[config.mk]
export PLATFORM = sky130hd
export DESIGN_NAME = pipe_sink_fifo
export DESIGN_NICKNAME = d
export VERILOG_FILES = /design/src/rtl/pipe_sink_fifo.sv
export SDC_FILE = /design/constraint.sdc
export NUM_CORES = 1
export LEC_CHECK = 0
export CAP_MARGIN = 20
export CORE_MARGIN = 4
export CORE_UTILIZATION = 55
export DETAILED_ROUTE_END_ITERATION = 12
export PLACE_DENSITY = 0.77
export SYNTH_ARGS = -nofsm -noshare
export SYNTH_HDL_FRONTEND = slang
export SYNTH_SLANG_ARGS = --single-unit
[constraint.sdc]
create_clock -name clock -period 7.1 [get_ports clock]
set_input_delay 2.13 -clock clock [delete_from_list [all_inputs] [get_ports clock]]
set_output_delay 2.13 -clock clock [all_outputs]
set_load 0.01 [all_outputs]
[src/rtl/pipe_sink_fifo.sv]
// Sink for the add/AND pipeline output: small FWFT FIFO with valid/ready
// drain, saturating overflow drop counter and running sum of accepted words.
module pipe_sink_fifo #(
    parameter int WIDTH = 32,
    parameter int DEPTH = 4,
    parameter int CNT_W = 16
) (
    input  logic                       clock,
    input  logic                       reset,
    input  logic                       clr,
    input  logic [WIDTH-1:0]           in_data,
    input  logic                       in_valid,
    output logic [WIDTH-1:0]           out_data,
    output logic                       out_valid,
    input  logic                       out_ready,
    output logic [$clog2(DEPTH):0]     count,
    output logic                       full,
    output logic                       empty,
    output logic [CNT_W-1:0]           drop_count,
    output logic [WIDTH-1:0]           sum
);

    localparam int AW = $clog2(DEPTH);
    localparam int CW = AW + 1;
    localparam logic [CW-1:0] DEPTH_C = CW'(DEPTH);

    logic [WIDTH-1:0] mem [DEPTH];
    logic [AW-1:0]    wrPtr;
    logic [AW-1:0]    rdPtr;
    logic [CW-1:0]    countQ;
    logic [CNT_W-1:0] dropCountQ;
    logic [WIDTH-1:0] sumQ;

    logic push;
    logic pop;
    logic drop;

    // Status and head word come from registered state only.
    always_comb begin
        empty     = (countQ == '0);
        full      = (countQ == DEPTH_C);
        out_valid = !empty;
        out_data  = empty ? '0 : mem[rdPtr];
        count     = countQ;
        drop_count = dropCountQ;
        sum       = sumQ;
    end

    always_comb begin
        pop  = out_valid && out_ready;
        push = in_valid && (!full || pop);
        drop = in_valid && full && !pop;
    end

    always_ff @(posedge clock) begin
        if (push) begin
            mem[wrPtr] <= in_data;
        end
    end

    always_ff @(posedge clock or posedge reset) begin
        if (reset) begin
            wrPtr  <= '0;
            rdPtr  <= '0;
            countQ <= '0;
        end else begin
            if (push) begin
                wrPtr <= wrPtr + 1'b1;
            end
            if (pop) begin
                rdPtr <= rdPtr + 1'b1;
            end
            if (push && !pop) begin
                countQ <= countQ + 1'b1;
            end else if (pop && !push) begin
                countQ <= countQ - 1'b1;
            end
        end
    end

    // clr takes priority over a same-cycle drop or push on the statistics.
    always_ff @(posedge clock or posedge reset) begin
        if (reset) begin
            dropCountQ <= '0;
            sumQ       <= '0;
        end else if (clr) begin
            dropCountQ <= '0;
            sumQ       <= '0;
        end else begin
            if (drop && (dropCountQ != '1)) begin
                dropCountQ <= dropCountQ + 1'b1;
            end
            if (push) begin
                sumQ <= sumQ + in_data;
            end
        end
    end

    always_ff @(posedge clock) begin
        if (!reset) begin
            assert (countQ <= DEPTH_C);
            assert (!(full && empty));
            assert (out_valid == !empty);
            assert (!empty || (out_data == '0));
        end
    end

endmodule

---- Word-level counts from Yosys, hierarchy flattened ----
Memory sizes are Yosys's and may differ from the RTL's.
Cells that the tools add are included.
cells by class
  reductions and logical operators ........ 16
  add/sub/neg operators ................... 6
  multiplexer cells ....................... 9
  eq/ne operators ......................... 2
operators by type and width
  operator                                                            count
  32-bit two-way mux                                                  3
  32-bit adder                                                        1
  16-bit two-way mux                                                  2
  16-bit by 1-bit adder with 16-bit output, second input constant     1
  16-bit != test, second input constant                               1
  1-bit logical AND                                                   7
  3-bit two-way mux                                                   2
  2-bit nonzero test                                                  3
  2-bit by 1-bit adder with 2-bit output, second input constant       2
  1-bit zero test                                                     4
  3-bit by 1-bit adder with 3-bit output, second input constant       1
  3-bit == test, second input constant                                1
  3-bit zero test                                                     1
  3-bit by 1-bit subtractor with 3-bit output, second input constant  1
  1-bit two-way mux                                                   2
  1-bit logical OR                                                    1
storage, ports and cells
  word-level logic and storage cells ...... 39
  bits in writable memories ............... 128
  memories kept ........................... 1
  register bits ........................... 55
  bits of input ports ..................... 37
  output and inout port bits .............. 86
memories
  name  words  width  read ports  clocked after Yosys merged registers in  write ports  RTL line  text
  mem   4      32     1           0                                        1            27        logic [WIDTH-1:0] mem [DEPTH];

---- Depth between registers and ports, before layout ----
Gate-level depths: netlist of the first run.
  word-level depth ........................ 9
  gate-level depth with buffers ........... 12
  gate-level depth less buffers ........... 12

---- Worst setup path after synthesis of the first run ----
No wires, ideal clock.
  path kind ............................... input-to-reg
  from .................................... input port in_data[18]
  to ...................................... register sumQ[31], in the netlist sum[31]
  cell stages on the path ................. 11
  library setup time ...................... 0.128 ns
  required time ........................... 6.972 ns
  path buffers ............................ 1
  path slack .............................. 2.773 ns
  arrival time ............................ 4.199 ns
  cells stage by stage .................... ha_1 clkbuf_1 a21o_1 o21ba_2 o21ai_2 a211oi_2 o31ai_1 a31oi_1 nor4b_2 a211oi_1 mux2_1
between the ends
  cells in the longest elaborated chain, start to end .. 3
RTL lines
  element                 RTL line  text
  start: declaration      11        input logic [WIDTH-1:0] in_data,
  32-bit adder            94        sumQ <= sumQ + in_data;
  32-bit two-way mux      93        if (push) begin
  32-bit two-way mux      86        end else if (clr) begin
  end signal: assignment  94
  end: declaration        32        logic [WIDTH-1:0] sumQ;
No other way between the ends. The select of a mux whose other input is x is not followed.
A chain may end at the register's enable or synchronous reset.

---- Worst setup path after layout of the first run ----
  from .................................... input port out_ready
  to ...................................... register countQ[2], in the netlist count[2]
between the ends
  cells in the longest elaborated chain, start to end .. 6
  elaborated cells between the ends (all ways) .. 9
  those cells by class .................... 1 x mux; 8 x reduce/logical
RTL lines
  element                       RTL line  text
  start: declaration            15        input logic out_ready,
  1-bit logical AND (*)         50        pop = out_valid && out_ready;
  1-bit logical OR              51        push = in_valid && (!full || pop);
  1-bit logical AND             51
  1-bit zero test               75        end else if (pop && !push) begin
  1-bit logical AND             75
  2-bit nonzero test (no line)  -
  end signal: assignment        74        countQ <= countQ + 1'b1;
  end signal: assignment        76        countQ <= countQ - 1'b1;
  end: declaration              30        logic [CW-1:0] countQ;
Mark *: on every way between the ends. The rest lies on a longest branch, timed or not.

==> flow_summary.yaml, run 1 <==
setup_path:
  slowest_stage: "inv_1"
  start_kind: "primary input"
  worstPathMaxFanout: 39
  critPathKind: "in2reg"
  setup.worst_path.end_class: "register"
  critPathArrivalTime_ns: 5.19
  worstPathRequired_ns: 7.44
  slowest_delay_ns: 0.65
  cp_cell_sequence: "clkdlybuf4s50_1 -> nor2b_1 -> or2b_2 -> inv_1 -> ha_1 -> inv_1 -> fa_1 -> xor2_1 -> nor2_1 -> xor2_1"
detailed_routing:
  drt_iter0_drc: 426
  drc_errors: 0
  drt-total-wl_mm: 20.3
  viasPerCell: 5.87
  vias: 6202
  drt-pass1-iter-count: 5
  ant_nets: 0
  routedWlPerCell_um: 19.2
finish:
  layout-drive-gt1-share_pct: 11.0
  n_fill_cell: 1202
  multiInputGateArea_um2: 3680
  fin_area_um2: 11100
  diodes: 0
  final_cells: 1057
  num-nets-final: 900
  seqCellArea_um2: 5220
  areaGrowthSynthToFinish_pct: 20.2
sta:
  period_share_pct: 68.4
  relSlewSlack_pct: 33.2
  finalCriticalPeriod_ns: 4.85
  setup_tns_ns: 0
  timing.hold.ws_ns: 0.475
  skew_ns: 0.0137
  max_freq_mhz: 206
  finalSetupViolations: 0
  rsz0062_at_grt: "no"
  slew_violations: 0
  finalWorstSetupSlack_ns: 2.25
  hold_viol: 0
  tightest_slew_ns: 1.00
clocking:
  clock-sinks: 183
  cts-root-buf: "clkbuf_16"
  clk_latency_ns: 0.43
  cts_resized: 0
  cts_made_buffers: 17
  cts_tree: "done"
  cts_hold_buffers: 0
  h-tree-depth: 4
  postCtsSetupBuffers: 0
  clock_path_buffers: 2
  path_clk_slew_ns: 0.06
yosys:
  ys.flop_type: "edfxtp_1"
  synth_edf_count: 128
  yosysWarningCount: 0
  ys_types: 71
  synth_area_um2: 9210
  async_flop_share_pct: 30.1
  avgSynthCellArea_um2: 12.9
  ys_seq_elements: 183
  syn_nets: 790
  ys_seq_area_share_pct: 56.7
  postSynthCellCount: 714
floorplan:
  dieArea_um2: 18900
  die_h_um: 137
  initial_core_util_pct: 55.9
  pin_count: 123
  core-area_um2: 16500
  num_rows: 47
  fp.dieW_um: 137
placement:
  placed_cells: 1024
  port_buffers: 122
  dp_hpwl_mm: 13.8
  gp_congestion: 0.922
  dp_slack_ns: 1.83
  placed_area_um2: 10500
grt:
  grt_pass1_vias: 6179
  grt_remaining_overflow: 0
  antenna_found_initial: 0
  grt_max_degree: 57
  grt_pass1_wl_mm: 32.7
  track_usage_pct: 22.5
worst_hold_path:
  hold_path_class: "reg2reg"
power_and_ir_drop:
  vdd_ir_drop_max_v: 0.000176
  power_density_nw_per_um2: 356
  leakage_uw: 0.00428
run_status:
  outcome: "finished, final reports clean"
job:
  drv_cap: 0
state kept, by name, indices dropped and copies added, names as in the netlist:
| name | cells |
|---|---|
| count | 3 |
| mem | 128 |
| rdPtr | 2 |
| sum | 32 |
| wrPtr | 2 |
| drop_count | 16 |
metrics by stage:
| stage | total power (µW) | util (%) |
|---|---|---|
| after floorplan | 2450 | - |
| after global placement | 3040 | 63.8 |
| after detailed placement | 3090 | 63.8 |
| after CTS | 3960 | 67.0 |
| after global routing | 4150 | 67.2 |
| final | 3940 | 67.2 |
power breakdown:
part / internal (µW) / leakage, µW / switching (µW) / total [µW]
clock: 483 / 0.000250 / 390 / 873
sequential: 1360 / 0.00191 / 90.5 / 1450
combinational: 840 / 0.00213 / 773 / 1610
worst paths after layout:
check,cells past startpoint,slack (ns),startpoint,to
setup / recovery,10,2.25,out_ready,count[2]
hold / removal,1,0.48,rdPtr[1],rdPtr[1]
setup reg to reg,8,3.67,count[1],count[1]
hold reg to reg,1,0.48,rdPtr[1],rdPtr[1]
max in group asynchronous,3,4.37,reset,rdPtr[0]
min in group asynchronous,3,2.22,reset,drop_count[8]
synthesized netlist by cell type (7+ instances only):
cell	instances	area, µm²
nand3_1	15	75.1
dfrtp_1	55	1380
clkbuf_8	7	96.3
nor3_1	8	40.0
ha_1	37	463
nand2_1	78	293
xor2_1	15	131
o21ai_0	16	80.1
clkbuf_1	22	82.6
nor2b_1	10	62.6
mux4_2	32	721
a21oi_1	53	265
edfxtp_1	128	3840
a31oi_1	10	62.6
and3_1	10	62.6
xnor2_1	21	184
nor2_1	28	105
a21o_1	25	188
and2_1	38	238
inv_1	13	48.8
cell families after synthesis:
logic type,share of synthesized area [%]
flip-flops,56.7
AND/OR/NAND/NOR,12.5
AO/OA/AOI/OAI,10.1
buffers and inverters,3.40
multiplexers,8.41
XOR/XNOR,3.42
adder cells (fa/ha/maj),5.46
critical path: cells and delay by family:
family	cells	cell delay, ns
and+or+nand+nor	3	0.79
adders and majority gates	2	0.67
buffers and inverters	3	1.23
xor gates and xnor gates	2	0.36
cell type report:
cell class / instances / share of cell area (%)
multi-input cells: 478 / 33.2
well taps: 220 / 2.49
clock buffers: 21 / 3.98
clock inverters: 11 / 0.905
flip-flops and latches: 183 / 47.2
inverters: 13 / 0.441
repair buffers: 131 / 11.8
per-layer routing:
metal	vias to the layer above	GRT usage (%)	routed length (µm)
met5	-	0	0
met4	0	6.43	342
met3	23	5.15	1040
met2	170	37.3	10200
met1	3135	30.1	8690
li1	2874	-	-
layout by cell type, fill, tap and decap left out, types with 16 or more instances in the layout:
cell             synthesis  routed
a21oi_1                 53      53
nand2_1                 78      78
ha_1                    37      37
and2_1                  38      38
xnor2_1                 21      21
nor2_1                  28      28
o21ai_0                 16      16
a21o_1                  25      25
clkbuf_16                0      17
mux4_2                  32      32
clkdlybuf4s50_1          0     121
edfxtp_1               128     128
dfrtp_1                 55      54
No activity file was read; power rests on OpenSTA's default activity.
==> run 2, diff against run 1 <==
==> constraint.sdc (replaced) <==
create_clock -name clock -period 4.8 [get_ports clock]
set_input_delay 1.44 -clock clock [delete_from_list [all_inputs] [get_ports clock]]
set_output_delay 1.44 -clock clock [all_outputs]
set_load 0.01 [all_outputs]
==> flow_summary.yaml, run 2 (synthesis gave the netlist of run 1 again) <==
sta:
  setup_tns_ns: 0
  relSlewSlack_pct: 30.2
  rsz0062_at_grt: "no"
  hold_viol: 0
  max_freq_mhz: 246
  skew_ns: 0.00602
  period_share_pct: 84.9
  tightest_slew_ns: 1.05
  slew_violations: 0
  finalSetupViolations: 0
  finalCriticalPeriod_ns: 4.07
  finalWorstSetupSlack_ns: 0.727
floorplan:
  fp.dieW_um: 137
  initial_core_util_pct: 55.9
  die_h_um: 137
  pin_count: 123
  dieArea_um2: 18900
  num_rows: 47
  core-area_um2: 16500
finish:
  layout-drive-gt1-share_pct: 11.7
  diodes: 0
  num-nets-final: 904
  final_cells: 1061
  areaGrowthSynthToFinish_pct: 20.5
  mostFrequentLayoutCells: "128 x edfxtp_1, 121 x clkdlybuf4s50_1, 78 x nand2_1"
  largest_register_ffs: 128
  top_register: "mem"
  multiInputGateArea_um2: 3680
  final_common_cell: "edfxtp_1"
  seqCellArea_um2: 5220
  utilization_pct: 67.4
  n_fill_cell: 1190
placement:
  dp_slack_ns: 0.328
  placed_cells: 1029
  port_buffers: 122
  dp_hpwl_mm: 14.4
  gp_congestion: 0.915
setup_path:
  slowest_stage: "dfrtp_2"
  cp_cell_sequence: "buf_12 -> mux4_2 -> and2_1 -> clkdlybuf4s50_1"
  critPathKind: "reg2out"
  start_kind: "register"
  slowest_delay_ns: 0.74
  worst-path-buf-inv: 2
  setup.worst_path.end_class: "output pin"
  worstPathRequired_ns: 3.36
  critPathArrivalTime_ns: 2.63
  critPathTopFamily: "buffers and inverters"
  worstPathMaxFanout: 19
run_status:
  outcome: "finished, final reports clean"
detailed_routing:
  viasPerCell: 5.81
  drt-total-wl_mm: 20.8
  drt_iter0_drc: 494
  routedWlPerCell_um: 19.6
  ant_nets: 0
  drt-pass1-iter-count: 6
  drc_errors: 0
  vias: 6168
clocking:
  cts_tree: "done"
  clk_latency_ns: 0.43
  cts_hold_buffers: 0
  postCtsSetupBuffers: 0
  clock_path_buffers: 2
  cts_resized: 0
  clock-sinks: 183
  cts_made_buffers: 17
  path_clk_slew_ns: 0.07
  h-tree-depth: 4
  cts-root-buf: "clkbuf_16"
grt:
  grt_remaining_overflow: 0
  track_usage_pct: 23.2
  grt_max_degree: 57
  grt_pass1_vias: 6441
  grt_pass1_wl_mm: 33.7
  antenna_found_initial: 0
worst_hold_path:
  hold_path_class: "reg2reg"
power_and_ir_drop:
  p_total_uw: 5820
  leakage_uw: 0.00431
  power_density_nw_per_um2: 524
  vdd_ir_drop_max_v: 0.000288
job:
  drv_cap: 0
## run 2: cell types whose count changed in the layout (fill, tap and decap cells not counted), sizes merged
cell,delta
buf,+4
clkbuf,-4
clkinv,+4
inv,+2
bufinv,-1
clkinvlp,-1
## run 2: worst paths after layout
kind / startpoint / end / slack, ns / cells past startpoint
max in group asynchronous: reset / sum[14] / 2.51 / 3
hold reg to reg: count[2] / count[2] / 0.51 / 1
min in group asynchronous: reset / drop_count[8] / 1.53 / 2
setup reg to reg: sum[6] / sum[31] / 1.86 / 10
setup / recovery: rdPtr[0] / out_data[26] / 0.73 / 4
hold / removal: count[2] / count[2] / 0.51 / 1
## run 2: per-stage QoR
step	instance area (µm²)	hold WS (ns)
2_1_floorplan	9210	0.526
3_3_place_gp	10500	0.497
3_5_place_dp	10600	0.499
4_1_cts	11100	0.508
5_1_grt	11100	0.527
6_report	11100	0.509
## run 2: report_power, final
| group | switching (µW) | total (µW) | internal (µW) |
|---|---|---|---|
| Clock | 589 | 1250 | 662 |
| Combinational | 1120 | 2390 | 1260 |
| Sequential | 168 | 2180 | 2010 |
## run 2: routing by layer
layer  GRT usage, %  vias to the layer above  part of all wire [%]
li1               -                     2885                     -
met1           30.7                     3047                    43
met2           38.7                      202                    50
met3           4.53                       34                   4.9
met4           7.48                        0                   2.1
met5              0                        -                     0
## run 2: layout make-up
type / instances / area share (%)
clock buffer: 17 / 3.83
clock inverter: 15 / 0.936
inverter: 13 / 0.440
multi-input combinational: 478 / 33.1
sequential: 183 / 47.1
tap: 220 / 2.48
timing repair buffer: 135 / 12.1
## run 2: worst register-to-register path, delay by kind of cell, from the launching register on
family          cells  cell delay (ns)
compound gates      5             1.16
fa+ha+maj           1             0.43
flops               1             0.42
mux                 1             0.33
simple gates        3             0.47
